### src/rtl/crt_timing_if.sv
// Raster signal bundle between the CRT timing controller and its neighbours.
//   master : the timing controller. It takes PixelClock and drives the sync,
//            visibility, coordinate and strobe outputs.
//   slave  : the divider/drawing side. It drives PixelClock and consumes the
//            raster outputs.
interface crt_timing_if;
  logic       PixelClock;
  logic       HSync;
  logic       VSync;
  logic       VideoOn;
  logic [9:0] PixelX;
  logic [9:0] PixelY;
  logic       LineStart;
  logic       FrameStart;

  modport master (
    input  PixelClock,
    output HSync, VSync, VideoOn, PixelX, PixelY, LineStart, FrameStart
  );

  modport slave (
    output PixelClock,
    input  HSync, VSync, VideoOn, PixelX, PixelY, LineStart, FrameStart
  );
endinterface

### src/rtl/crt_timing_controller.sv
// CRT/VGA raster sequencer for the Pong display.
// Horizontal and vertical scan FSMs step once per rising level change of the
// divided PixelClock. PixelClock is sampled in the Clock domain and is never
// used as a clock.
// Ports:
//   Clock  - system clock; the only clock
//   Reset  - synchronous, active-high
//   Crt    - crt_timing_if.master:
//            PixelClock in; HSync, VSync, VideoOn, PixelX, PixelY,
//            LineStart, FrameStart out (all registered)
module crt_timing_controller #(
  parameter int   H_ACTIVE = 640,
  parameter int   H_FRONT  = 16,
  parameter int   H_SYNC   = 96,
  parameter int   H_BACK   = 48,
  parameter int   V_ACTIVE = 480,
  parameter int   V_FRONT  = 10,
  parameter int   V_SYNC   = 2,
  parameter int   V_BACK   = 33,
  parameter logic SYNC_POL = 1'b0
) (
  input  logic         Clock,
  input  logic         Reset,
  crt_timing_if.master Crt
);

  localparam int HTOTAL = H_ACTIVE + H_FRONT + H_SYNC + H_BACK;
  localparam int VTOTAL = V_ACTIVE + V_FRONT + V_SYNC + V_BACK;

  // Last position covered by each region.
  localparam logic [9:0] H_ACT_LAST = 10'(H_ACTIVE - 1);
  localparam logic [9:0] H_FP_LAST  = 10'(H_ACTIVE + H_FRONT - 1);
  localparam logic [9:0] H_SYN_LAST = 10'(H_ACTIVE + H_FRONT + H_SYNC - 1);
  localparam logic [9:0] H_BP_LAST  = 10'(HTOTAL - 1);
  localparam logic [9:0] V_ACT_LAST = 10'(V_ACTIVE - 1);
  localparam logic [9:0] V_FP_LAST  = 10'(V_ACTIVE + V_FRONT - 1);
  localparam logic [9:0] V_SYN_LAST = 10'(V_ACTIVE + V_FRONT + V_SYNC - 1);
  localparam logic [9:0] V_BP_LAST  = 10'(VTOTAL - 1);

  typedef enum logic [1:0] {H_ACT, H_FP, H_SYN, H_BP} hState_t;
  typedef enum logic [1:0] {V_ACT, V_FP, V_SYN, V_BP} vState_t;

  hState_t    hState, hNext;
  vState_t    vState, vNext;
  logic [9:0] x, xNext;
  logic [9:0] y, yNext;
  logic       prevPc;
  logic       tick;
  logic       hWrap, vWrap;

  assign tick = Crt.PixelClock & ~prevPc;

  always_comb begin
    hNext = hState;
    vNext = vState;
    xNext = x;
    yNext = y;
    hWrap = 1'b0;
    vWrap = 1'b0;
    if (tick) begin
      unique case (hState)
        H_ACT: if (x == H_ACT_LAST) hNext = H_FP;
        H_FP:  if (x == H_FP_LAST)  hNext = H_SYN;
        H_SYN: if (x == H_SYN_LAST) hNext = H_BP;
        H_BP:  if (x == H_BP_LAST) begin
                 hNext = H_ACT;
                 hWrap = 1'b1;
               end
      endcase
      xNext = hWrap ? 10'd0 : x + 10'd1;
      // Vertical scan only moves on the tick that ends a line.
      if (hWrap) begin
        unique case (vState)
          V_ACT: if (y == V_ACT_LAST) vNext = V_FP;
          V_FP:  if (y == V_FP_LAST)  vNext = V_SYN;
          V_SYN: if (y == V_SYN_LAST) vNext = V_BP;
          V_BP:  if (y == V_BP_LAST) begin
                   vNext = V_ACT;
                   vWrap = 1'b1;
                 end
        endcase
        yNext = vWrap ? 10'd0 : y + 10'd1;
      end
    end
  end

  // Outputs decode the next state so they describe the position entered on
  // this edge. prevPc resets high so a divider parked high gives no tick.
  always_ff @(posedge Clock) begin
    if (Reset) begin
      prevPc         <= 1'b1;
      hState         <= H_BP;
      vState         <= V_BP;
      x              <= H_BP_LAST;
      y              <= V_BP_LAST;
      Crt.HSync      <= ~SYNC_POL;
      Crt.VSync      <= ~SYNC_POL;
      Crt.VideoOn    <= 1'b0;
      Crt.LineStart  <= 1'b0;
      Crt.FrameStart <= 1'b0;
    end else begin
      prevPc         <= Crt.PixelClock;
      hState         <= hNext;
      vState         <= vNext;
      x              <= xNext;
      y              <= yNext;
      Crt.HSync      <= (hNext == H_SYN) ? SYNC_POL : ~SYNC_POL;
      Crt.VSync      <= (vNext == V_SYN) ? SYNC_POL : ~SYNC_POL;
      Crt.VideoOn    <= (hNext == H_ACT) && (vNext == V_ACT);
      Crt.LineStart  <= hWrap;
      Crt.FrameStart <= hWrap & vWrap;
    end
  end

  assign Crt.PixelX = x;
  assign Crt.PixelY = y;

endmodule

### src/flat_wrapper.sv
// flat-port wrapper written by rule: the top's interface ports become plain ports
module crt_timing_controller_flat 
#(
  parameter int   H_ACTIVE = 640,
  parameter int   H_FRONT  = 16,
  parameter int   H_SYNC   = 96,
  parameter int   H_BACK   = 48,
  parameter int   V_ACTIVE = 480,
  parameter int   V_FRONT  = 10,
  parameter int   V_SYNC   = 2,
  parameter int   V_BACK   = 33,
  parameter logic SYNC_POL = 1'b0
)
  (Clock, Reset, Crt_PixelClock, Crt_HSync, Crt_VSync, Crt_VideoOn, Crt_PixelX, Crt_PixelY, Crt_LineStart, Crt_FrameStart);
  crt_timing_if Crt_i ();
  input  logic Clock;
  input  logic Reset;
  input wire logic [$bits(Crt_i.PixelClock)-1:0] Crt_PixelClock;
  output wire logic [$bits(Crt_i.HSync)-1:0] Crt_HSync;
  output wire logic [$bits(Crt_i.VSync)-1:0] Crt_VSync;
  output wire logic [$bits(Crt_i.VideoOn)-1:0] Crt_VideoOn;
  output wire logic [$bits(Crt_i.PixelX)-1:0] Crt_PixelX;
  output wire logic [$bits(Crt_i.PixelY)-1:0] Crt_PixelY;
  output wire logic [$bits(Crt_i.LineStart)-1:0] Crt_LineStart;
  output wire logic [$bits(Crt_i.FrameStart)-1:0] Crt_FrameStart;
  assign Crt_i.PixelClock = Crt_PixelClock;
  assign Crt_HSync = Crt_i.HSync;
  assign Crt_VSync = Crt_i.VSync;
  assign Crt_VideoOn = Crt_i.VideoOn;
  assign Crt_PixelX = Crt_i.PixelX;
  assign Crt_PixelY = Crt_i.PixelY;
  assign Crt_LineStart = Crt_i.LineStart;
  assign Crt_FrameStart = Crt_i.FrameStart;
  crt_timing_controller #(.H_ACTIVE(H_ACTIVE), .H_FRONT(H_FRONT), .H_SYNC(H_SYNC), .H_BACK(H_BACK), .V_ACTIVE(V_ACTIVE), .V_FRONT(V_FRONT), .V_SYNC(V_SYNC), .V_BACK(V_BACK), .SYNC_POL(SYNC_POL)) u_core (.Clock(Clock), .Reset(Reset), .Crt(Crt_i));
endmodule
### config.mk
export PLATFORM = sky130hd
export DESIGN_NAME = crt_timing_controller_flat
export DESIGN_NICKNAME = d
export VERILOG_FILES = /design/src/rtl/crt_timing_if.sv /design/src/rtl/crt_timing_controller.sv /design/src/flat_wrapper.sv
export SDC_FILE = /design/constraint.sdc
export NUM_CORES = 1
export LEC_CHECK = 0
export ABC_AREA = 0
export BUFFER_PORTS_ARGS = -buffer_cell sky130_fd_sc_hd__buf_4
export CAP_MARGIN = 15
export CORE_MARGIN = 10
export CORE_UTILIZATION = 59
export CTS_BUF_LIST = sky130_fd_sc_hd__clkbuf_4 sky130_fd_sc_hd__clkbuf_8
export DETAILED_ROUTE_END_ITERATION = 10
export PLACE_DENSITY = 0.84
export SYNTH_ARGS = -nofsm -noshare
export SYNTH_HDL_FRONTEND = slang
export SYNTH_SLANG_ARGS = --single-unit
### constraint.sdc
create_clock -name Clock -period 2.65 [get_ports Clock]
set_input_delay 0.1325 -clock Clock [delete_from_list [all_inputs] [get_ports Clock]]
set_output_delay 0.1325 -clock Clock [all_outputs]
set_load 0.005 [all_outputs]
# == Yosys cells after proc, flatten, opt, wreduce, memory -nomap -nowiden ==
# Cells that the tools add are included.
# op_classes
n_addsub,2
n_eq_ne,16
n_mux,27
bitwise_logic,3
n_reduce_logical,6
# ops
operator,n
== test 10 bit (second input constant),5
== test 10 x 9 -> 1 bit (second input constant),3
2-to-1 mux 2 bit,11
adder 10 x 1 -> 10 bit (second input constant),2
2-to-1 mux 10 bit,2
one-hot mux 2 bit (4 select lines),2
== test 2 bit (second input constant),6
2-to-1 mux 1 bit,12
logical NOT 2 bit,4
== test 2 x 1 -> 1 bit (second input constant),2
bitwise AND 1 bit,2
AND reduction 2 bit,1
logical AND 1 bit,1
inverter 1 bit,1
# word_totals
regBits,30
inputBits,3
output_inout_bits,25
wordCells,64

# == Logic depth before layout (Yosys ltp) ==
# logic_depth
word_depth,9
depth_mapped,7
mapped_depth_nobuf,7

# == Least setup slack after synthesis ==
# No wires, ideal clock.
# synth_path
kind,reg-to-reg
from,register u_core.x[0] (netlist: u_core.Crt.PixelX[0])
to,register u_core.y[5] (netlist: u_core.Crt.PixelY[5])
setup_time_ns,0.118
arrival_ns,1.688
slack_ns,0.844
stages_incl_launch_ff,7
path_buffers,0
synth_period_minus_slack_ns,1.806
path_cell_list,dfxtp_1 ha_1 nand4b_1 or2_1 or4_1 xnor2_1 nor2_1
# synth_between
elab_chain_cells,5
# synth_lines
item,line,rtl
from (decl),crt_timing_controller.sv:45,"logic [9:0] x, xNext;"
from (signal assigned),crt_timing_controller.sv:105,x <= xNext;
== test 10 bit,crt_timing_controller.sv:65,H_BP: if (x == H_BP_LAST) begin
2-to-1 mux 1 bit,crt_timing_controller.sv:65,
2-to-1 mux 1 bit,crt_timing_controller.sv:61,unique case (hState)
2-to-1 mux 1 bit,crt_timing_controller.sv:60,if (tick) begin
AND reduction 2 bit (no source line),n/a,
to (signal assigned),crt_timing_controller.sv:106,y <= yNext;
to (decl),crt_timing_controller.sv:46,"logic [9:0] y, yNext;"
# No other way between the ends. The select of a mux whose other input is x is not followed.
# A chain may end at the register's enable or synchronous reset.

# == Final worst setup path ==
# layout_path
from,register u_core.x[0] (netlist: u_core.Crt.PixelX[0])
to,register u_core.Crt.VideoOn
# layout_between
elab_chain_cells,8
elab_cells_between_ends,18
classes_between,4 x eq/ne; 11 x mux; 3 x reduce/logical
# layout_lines
item,line,rtl
== test 10 bit,crt_timing_controller.sv:65,
2-to-1 mux 1 bit,crt_timing_controller.sv:65,
2-to-1 mux 1 bit,crt_timing_controller.sv:61,
2-to-1 mux 1 bit,crt_timing_controller.sv:60,
2-to-1 mux 2 bit,crt_timing_controller.sv:72,if (hWrap) begin
2-to-1 mux 2 bit,crt_timing_controller.sv:60,
logical NOT 2 bit,crt_timing_controller.sv:109,Crt.VideoOn <= (hNext == H_ACT) && (vNext == V_ACT);
logical AND 1 bit *,crt_timing_controller.sv:109,
to (signal assigned),crt_timing_controller.sv:109,
to (decl),crt_timing_if.sv:18,"output HSync, VSync, VideoOn, PixelX, PixelY, LineStart, FrameStart"
# Mark *: on every way between the ends. The rest lies on a longest branch, timed or not. The select of a mux whose other input is x is not followed.

==> impl_metrics.ini <==
[run_status]
status = completed

[timing]
rsz0062_at_grt = false
final_critical_path_setup_slack_ns = 0.535
timing.final.crit_period_ns = 2.11
period_share = 0.798
setup_viol = 0
worst_clock_skew_ns = 0.00757
timing_worst_slew_pin_value_ns = 0.556
slew-limit-headroom = 0.626
setup_tns_ns = 0
finalHoldViolations = 0
max_freq_ghz = 0.473
timing.final.max_slew_violations = 0

[pwr]
sw_power_uw = 313
cellLeakagePower_nw = 0.707
power_frac_comb = 0.205
power-per-cell-area_nw_per_um2 = 546
p_seq_frac = 0.504
internal_power_uw = 692
max-vdd-ir-drop_v = 0.000381
share_clk_of_total_power = 0.290
power.switching_fraction = 0.312

[floorplanning]
die_area_um2 = 5100
top_level_ports = 28
core_area_um2 = 2500
die_y_um = 71.4
initial_cell_density_of_the_core = 0.623
floorplan.die.width_um = 71.4
rows = 18

[yosys]
synth_xor_xnor_area_share = 0.0731
postSynth.asyncResetShare = 0
yosys_warnings = 0
synth-adder-area-share = 0.0321
synth-simple-area-share = 0.348
synth_ff_type = sky130_fd_sc_hd__dfxtp_1
synth.yosys.seq_area_share = 0.386
synth_seq_cells = 30
synth_compound_area_frac = 0.131
synth_edf_count = 0
synthesis.nets = 177
syn_area_per_cell_um2 = 9.16
synth_cell_types = 54
synth_top_family_by_area = simple AND/OR/NAND/NOR gates
postSynthCellCount = 170
synth.mux.area_fraction = 0.00643
netlist_area_um2 = 1560

[cts]
clk_latency_ns = 0.34
cts-buffers-inserted = 5
clkSinkCount = 30
htree_num_levels = 2
clk_transition_reported_paths_ns = 0.10
cts.repair.resized = 0
cts.root.buffer_cell = sky130_fd_sc_hd__clkbuf_4
max-clock-path-buffers = 2
holdBufCountCts = 0
post_cts.repair.setup_buffers = 0
cts_tree = built

[layout]
drive_gt1_frac = 0.264
mostFrequentLayoutCells = sky130_fd_sc_hd__dfxtp_1, sky130_fd_sc_hd__buf_4, sky130_fd_sc_hd__nand2_1
layout_commonest_cell = sky130_fd_sc_hd__dfxtp_1
syn_to_final_growth_pct = 18.1
finish.net_count = 207
diodes = 0

[grt]
gr-total-overflow = 0
via_count_of_the_first_global_routing_pass = 1403
grt_pass1_wl_um = 6420
track_usage = 0.149
antenna_found_initial = 0
grt_start_max_net_pins = 15

[hold_path]
min-delay-path-class = primary input to register
hold_depth = 2

[placed_design]
dp_worst_setup_slack_ns = 0.558
dp_hpwl_um = 2870
place.gp.congestion = 0.870
port_buffer_count = 27

[drt]
routed_wl_um = 3830
avgRoutedWirePerCell_um = 16.6
routed-via-count = 1412
vias_per_cell = 6.11
ant_nets = 0
drt_iter0_markers = 176
drtPass1Iterations = 4
route.detailed.drc = 0

[setup_path]
required_ns = 2.91
crit_arrival_ns = 2.37
timing.reg2reg.worst_path_depth = 6
timing.critical_path.cells = ha_1, nand4b_1, or2_1, nor2_2, a41oi_2, nor4_2
end_kind = register
timing.critical_path.fanout_max = 12
timing.critical_path.slowest_cell_delay_ns = 0.44
critPathKind = register to register
crit_path_start_kind = register
slowest_stage = sky130_fd_sc_hd__nor2_2

[flow_run]
cap_violations = 0
[cells in the mapped netlist (2+ instances only)]
cell / number / share of area
sky130_fd_sc_hd__or2_1: 2 / 0.0080
sky130_fd_sc_hd__inv_1: 4 / 0.0096
sky130_fd_sc_hd__o311ai_1: 2 / 0.011
sky130_fd_sc_hd__xor2_1: 6 / 0.034
sky130_fd_sc_hd__nor3_1: 8 / 0.026
sky130_fd_sc_hd__nand3_2: 2 / 0.013
sky130_fd_sc_hd__nand2b_1: 3 / 0.012
sky130_fd_sc_hd__nand4_1: 4 / 0.016
sky130_fd_sc_hd__nor2b_1: 3 / 0.012
sky130_fd_sc_hd__nand3_1: 9 / 0.029
sky130_fd_sc_hd__nand4bb_1: 2 / 0.014
sky130_fd_sc_hd__a21oi_1: 3 / 0.0096
sky130_fd_sc_hd__nand4b_1: 2 / 0.011
sky130_fd_sc_hd__dfxtp_1: 30 / 0.39
sky130_fd_sc_hd__and4_1: 3 / 0.017
sky130_fd_sc_hd__buf_4: 2 / 0.0096
sky130_fd_sc_hd__o21ai_0: 7 / 0.022
sky130_fd_sc_hd__nor4_2: 2 / 0.016
sky130_fd_sc_hd__clkbuf_1: 2 / 0.0048
sky130_fd_sc_hd__nand3b_1: 2 / 0.0096
sky130_fd_sc_hd__or4_1: 2 / 0.0096
sky130_fd_sc_hd__or3_4: 2 / 0.014
sky130_fd_sc_hd__or2_2: 3 / 0.012
sky130_fd_sc_hd__nor2_1: 13 / 0.031
sky130_fd_sc_hd__ha_1: 4 / 0.032
sky130_fd_sc_hd__xnor2_1: 7 / 0.039
sky130_fd_sc_hd__nand2_1: 14 / 0.034
[through the flow]
step | hold WS [ns] | total power, mW | instances | util | instance area [um^2]
final | 0.0494 | 1.00 | 231 | 0.736 | 1840
after global routing | 0.0269 | 1.05 | 231 | 0.736 | 1840
after CTS | 0.0384 | 1.01 | 231 | 0.736 | 1840
after detailed placement | 0.385 | 0.721 | 223 | 0.710 | 1780
after global placement | 0.379 | 0.714 | 223 | 0.710 | 1780
after floorplan | 0.232 | 0.653 | 170 | - | 1560
[flip-flops by register name, indices dropped and copies added, names as in the netlist, 2 cells and up]
signal	count
u_core.vState	2
u_core.Crt.PixelY	10
u_core.Crt.PixelX	10
u_core.hState	2
[critical path, delay by kind of cell (launching register included)]
family,cells,cell delay (ns)
simple gates,4,1.18
flops,1,0.40
compound gates,1,0.24
fa+ha+maj,1,0.22
[layout make-up]
| cell class | instances | area, um^2 |
|---|---|---|
| Sequential cell | 30 | 601 |
| Clock inverter | 2 | 12.5 |
| Multi-Input combinational cell | 132 | 920 |
| Fill cell | 195 | 661 |
| Inverter | 4 | 15.0 |
| Clock buffer | 6 | 51.3 |
| Tap cell | 30 | 37.5 |
| Timing Repair Buffer | 27 | 203 |
[layer usage]
layer,track usage,share of wire
met5,0,0
met4,0.0731,0.015
met3,0.0427,0.068
met2,0.251,0.49
met1,0.169,0.43
[power groups by stage]
stage               clock network (mW)  logic, mW  registers [mW]
detailed placement                   0      0.205           0.516
global placement                     0      0.199           0.515
finish                           0.292      0.206           0.507
global route                     0.313      0.227           0.511
floorplan                            0      0.142           0.511
CTS                              0.294      0.206           0.506
[worst paths after layout]
| path | start | slack, ns | endpoint |
|---|---|---|---|
| worst max-delay path | u_core.Crt.PixelX[0]$_SDFFE_PP1P_ | 0.54 | u_core.Crt.VideoOn$_SDFF_PP0_ |
| worst min register to register | u_core.Crt.PixelY[1]$_SDFFE_PP0P_ | 0.52 | u_core.Crt.PixelY[1]$_SDFFE_PP0P_ |
| worst min-delay path | Crt_PixelClock | 0.05 | u_core.prevPc$_SDFF_PP1_ |
| worst max register to register | u_core.Crt.PixelX[0]$_SDFFE_PP1P_ | 0.54 | u_core.Crt.VideoOn$_SDFF_PP0_ |
[cell families after synthesis]
group                    count (synthesis)
flip-flops                              30
AO/OA/AOI/OAI                           27
adder cells (fa/ha/maj)                  4
buffers and inverters                    8
XOR/XNOR                                13
multiplexers                             1
AND/OR/NAND/NOR                         87
No activity file was read; power rests on OpenSTA's default activity.
